$ cat config.mk
export PLATFORM = sky130hd
export DESIGN_NAME = us_delay_timer_flat
export DESIGN_NICKNAME = d
export VERILOG_FILES = /design/src/rtl/us_delay_timer_if.sv /design/src/rtl/us_delay_timer.sv /design/src/flat_wrapper.sv
export SDC_FILE = /design/constraint.sdc
export NUM_CORES = 1
export LEC_CHECK = 0
export CAP_MARGIN = 20
export CORE_MARGIN = 2
export CORE_UTILIZATION = 40
export CTS_CLUSTER_DIAMETER = 150
export DETAILED_ROUTE_END_ITERATION = 10
export SYNTH_ARGS = -nofsm -noshare
export SYNTH_HDL_FRONTEND = slang
export SYNTH_SLANG_ARGS = --single-unit
$ cat constraint.sdc
create_clock -name i_clk_25MHz -period 2.8 [get_ports i_clk_25MHz]
set_input_delay 0.28 -clock i_clk_25MHz [delete_from_list [all_inputs] [get_ports i_clk_25MHz]]
set_output_delay 0.28 -clock i_clk_25MHz [all_outputs]
set_load 0.005 [all_outputs]
$ cat src/rtl/us_delay_timer_if.sv
// Handshake bundle between game logic and the microsecond delay timer.
// Ports: tick/start/delay/periodic/abort toward the timer; busy/done/remaining back.
interface us_delay_timer_if #(
    parameter int WIDTH = 20
);
    logic             i_tick;
    logic             i_start;
    logic [WIDTH-1:0] i_delay;
    logic             i_periodic;
    logic             i_abort;
    logic             o_busy;
    logic             o_done;
    logic [WIDTH-1:0] o_remaining;

    modport master (
        output i_tick,
        output i_start,
        output i_delay,
        output i_periodic,
        output i_abort,
        input  o_busy,
        input  o_done,
        input  o_remaining
    );

    modport slave (
        input  i_tick,
        input  i_start,
        input  i_delay,
        input  i_periodic,
        input  i_abort,
        output o_busy,
        output o_done,
        output o_remaining
    );
endinterface

$ cat src/rtl/us_delay_timer.sv
// Counts a programmable number of 1 us ticks, pulses done, optional auto-reload.
// Ports: i_clk_25MHz, i_reset (sync, active-high), bus (slave side of us_delay_timer_if).
module us_delay_timer #(
    parameter int WIDTH = 20
) (
    input  logic              i_clk_25MHz,
    input  logic              i_reset,
    us_delay_timer_if.slave   bus
);

    typedef enum logic {
        IDLE,
        RUN
    } state_t;

    state_t           state;
    logic             busy;
    logic             done;
    logic [WIDTH-1:0] remaining;
    logic [WIDTH-1:0] reload;
    logic             periodic;

    localparam logic [WIDTH-1:0] ZERO = '0;
    localparam logic [WIDTH-1:0] ONE  = {{(WIDTH-1){1'b0}}, 1'b1};

    always_ff @(posedge i_clk_25MHz) begin
        if (i_reset) begin
            state     <= IDLE;
            busy      <= 1'b0;
            done      <= 1'b0;
            remaining <= ZERO;
            reload    <= ZERO;
            periodic  <= 1'b0;
        end else begin
            done <= 1'b0;
            if (bus.i_abort) begin
                state     <= IDLE;
                busy      <= 1'b0;
                remaining <= ZERO;
            end else if (bus.i_start) begin
                // A start always swallows a coincident tick.
                if (bus.i_delay != ZERO) begin
                    state     <= RUN;
                    busy      <= 1'b1;
                    remaining <= bus.i_delay;
                    reload    <= bus.i_delay;
                    periodic  <= bus.i_periodic;
                end else begin
                    // Zero delay: single immediate pulse, never a pulse train.
                    state     <= IDLE;
                    busy      <= 1'b0;
                    done      <= 1'b1;
                    remaining <= ZERO;
                end
            end else if (bus.i_tick && state == RUN) begin
                if (remaining == ONE) begin
                    done <= 1'b1;
                    if (periodic) begin
                        remaining <= reload;
                    end else begin
                        state     <= IDLE;
                        busy      <= 1'b0;
                        remaining <= ZERO;
                    end
                end else begin
                    remaining <= remaining - ONE;
                end
            end
        end
    end

    assign bus.o_busy      = busy;
    assign bus.o_done      = done;
    assign bus.o_remaining = remaining;

endmodule

$ cat src/flat_wrapper.sv
// flat-port wrapper written by rule: the top's interface ports become plain ports
module us_delay_timer_flat 
#(
    parameter int WIDTH = 20
)
  (i_clk_25MHz, i_reset, bus_i_tick, bus_i_start, bus_i_delay, bus_i_periodic, bus_i_abort, bus_o_busy, bus_o_done, bus_o_remaining);
  us_delay_timer_if #(.WIDTH(WIDTH)) bus_i ();
  input  logic i_clk_25MHz;
  input  logic i_reset;
  input wire logic [$bits(bus_i.i_tick)-1:0] bus_i_tick;
  input wire logic [$bits(bus_i.i_start)-1:0] bus_i_start;
  input wire logic [$bits(bus_i.i_delay)-1:0] bus_i_delay;
  input wire logic [$bits(bus_i.i_periodic)-1:0] bus_i_periodic;
  input wire logic [$bits(bus_i.i_abort)-1:0] bus_i_abort;
  output wire logic [$bits(bus_i.o_busy)-1:0] bus_o_busy;
  output wire logic [$bits(bus_i.o_done)-1:0] bus_o_done;
  output wire logic [$bits(bus_i.o_remaining)-1:0] bus_o_remaining;
  assign bus_i.i_tick = bus_i_tick;
  assign bus_i.i_start = bus_i_start;
  assign bus_i.i_delay = bus_i_delay;
  assign bus_i.i_periodic = bus_i_periodic;
  assign bus_i.i_abort = bus_i_abort;
  assign bus_o_busy = bus_i.o_busy;
  assign bus_o_done = bus_i.o_done;
  assign bus_o_remaining = bus_i.o_remaining;
  us_delay_timer #(.WIDTH(WIDTH)) u_core (.i_clk_25MHz(i_clk_25MHz), .i_reset(i_reset), .bus(bus_i));
endmodule
==> reports/metrics.cfg <==
[sta]
slew_viol_final=0
fin_skew_ns=0.00555
setup-tns-final_ns=0
tightest_slew_ns=0.870
hold_viol_final=0
final.min_clock_period_ns=2.26
rsz0062_at_grt=no
setup_viol=0
fmax_ghz=0.442
timing.slew.headroom_pct=41.9
fin_crit_sh_pct=80.9

[synthesis]
yosys.area.top_type=dfxtp_1
syn-num-nets=311
syn_avg_cell_area_um2=8.48
synthArstFlopShare_pct=0
yosysWarningCount=0
yosysSeqAreaShare_pct=35.9
synth_cell_type_count=47
ys_ff_latch=43
syn-cell-area_um2=2400
synth_flop_cell=dfxtp_1
yosys-top-cells-area=dfxtp_1, mux2i_1, nor2_1
yosysTopAreaCellShare_pct=35.9
synth_edf_count=0
syn_inst=283

[clock_network]
clkTransAtPathRegs_ns=0.08
cts_setup_buffers=0
clk_latency_ns=0.30
cts_max_level=2
cts-root-buf=clkbuf_8
postCtsHoldBufs=0
clockBufferDepth=2
cts.sinks=43
cts_tree=built
cts_made_buffers=5
post_cts_resized=0

[finish]
syn_to_final_growth_pct=25.6
multi_input_area_um2=1400
drive_gt1_share_pct=9.20
final_util_pct=51.6
design_area_um2=3020
fill_cells=565
layout_commonest_cell=clkdlybuf4s50_1
area.sequential_um2=861
layout_common_cells=clkdlybuf4s50_1, dfxtp_1, nor2_1, mux2i_1, o21ai_0
antenna_cells=0
final_nets=353
final_cells=401

[grt]
overflow=0
grt_usage_pct=22.1
grt_pass1_wl_um=11100
antenna_found_initial=0
grt_max_degree=44
grt_pass1_vias=2085

[worst_setup_path]
path_cells=or4_1 -> nor3_4 -> nand2_1 -> or3_1 -> mux2i_1 -> a211oi_1
cp.required_ns=3.01
worstSetupStartpointType=flop
end_kind=flop
cp_slowest_cell=or4_1
cpPeakStageDelay_ns=0.72
path_class=reg -> reg
worst_ep_arrival_time_ns=2.48
path_max_fanout=7

[floorplan]
die_w_um=81.5
initial_core_util_pct=41.0
die-area_um2=6640
num_rows=28
core_area_um2=5850
io_pins=48
die_height_um=81.5

[detailed_routing]
via_per_inst=5.64
drt_pass1_iterations=4
routedWlPerCell_um=16.9
route.detailed.drc=0
ant_nets=0
drtIter0Drc=174
num_vias=2262
wirelength_um=6760

[power_and_ir_drop]
p_leak_uw=0.00119
cellPowerDensity_nw_per_um2=458
p_total_uw=1380
max-vdd-ir-drop_mv=0.196

[placed_design]
place_area_um2=2940
portBuffers=47
gp_congestion=0.815
dpl.hpwl_um=4930
placedCellCount=393

[outcome]
status=finished clean

[min_path]
hold_class=reg -> reg

[run]
drv_cap=0

[per-stage QoR]
step	hold slack, ns	worst slack, ns
2_1_floorplan	0.352	0.765
3_3_place_gp	0.467	0.382
3_5_place_dp	0.482	0.354
4_1_cts	0.501	0.568
5_1_grt	0.525	0.406
6_report	0.497	0.535
[cells in the mapped netlist, drive strengths merged (2+ instances only)]
| master | instances |
|---|---|
| nor2 | 42 |
| clkbuf | 12 |
| a21oi | 9 |
| xnor2 | 8 |
| xor2 | 5 |
| nor4 | 8 |
| or3 | 5 |
| nor4b | 2 |
| nor3 | 18 |
| dfxtp | 43 |
| buf | 10 |
| o221ai | 2 |
| o2111a | 2 |
| mux2i | 22 |
| and3 | 5 |
| nand2 | 13 |
| o21ai | 24 |
| nor3b | 4 |
| ha | 2 |
| a22oi | 2 |
| nand3 | 5 |
| inv | 4 |
| or4 | 6 |
| a311oi | 4 |
| a31oi | 12 |
[state kept, by name (all words and copies together), names as in the netlist]
signal,count
u_core.bus.o_busy,1
u_core.bus.o_done,1
u_core.bus.o_remaining,20
u_core.periodic,1
u_core.reload,20
[kinds of logic after synthesis]
family          after synthesis  share of synthesized area, %
compound gates               64                          17.5
xor+xnor                     13                          4.74
fa+ha+maj                     2                          1.04
buf+inv                      26                          6.04
flops                        43                          35.9
mux                          22                          9.17
simple gates                113                          25.6
[metal layers]
layer | track usage, % | vias up | share of wire [%]
met4 | 7.29 | 0 | 1.2
met2 | 31.9 | 88 | 42
met5 | 0 | - | 0
met3 | 2.86 | 9 | 6.8
li1 | - | 1118 | -
met1 | 33.5 | 1047 | 50
[critical path: cells and delay by family, from the launching register on]
kind            cells  cell delay, ns
mux                 1            0.15
simple gates        4            1.43
flops               1            0.39
compound gates      1            0.22
[report_power, final]
part,total [uW],internal [uW],switching (uW)
clock network,388,175,212
logic,316,161,155
registers,678,640,38.0
total,1380,976,405
[final timing paths]
check,start,to,slack [ns],cells past startpoint
max,u_core.bus.o_remaining[0]$_SDFFE_PP0P_,u_core.bus.o_remaining[19]$_SDFFE_PP0P_,0.54,6
min,u_core.reload[6]$_SDFFE_PP0P_,u_core.reload[6]$_SDFFE_PP0P_,0.50,2
max reg2reg,u_core.bus.o_remaining[0]$_SDFFE_PP0P_,u_core.bus.o_remaining[19]$_SDFFE_PP0P_,0.54,6
min reg2reg,u_core.reload[6]$_SDFFE_PP0P_,u_core.reload[6]$_SDFFE_PP0P_,0.50,2
[layout make-up]
class | instances | area share, %
Clock inverter | 1 | 0.166
Sequential cell | 43 | 28.5
Clock buffer | 7 | 2.53
Multi-Input combinational cell | 214 | 46.2
Timing Repair Buffer | 57 | 18.9
Inverter | 4 | 0.498
Tap cell | 75 | 3.11
Power figures use the tool's default switching activity.
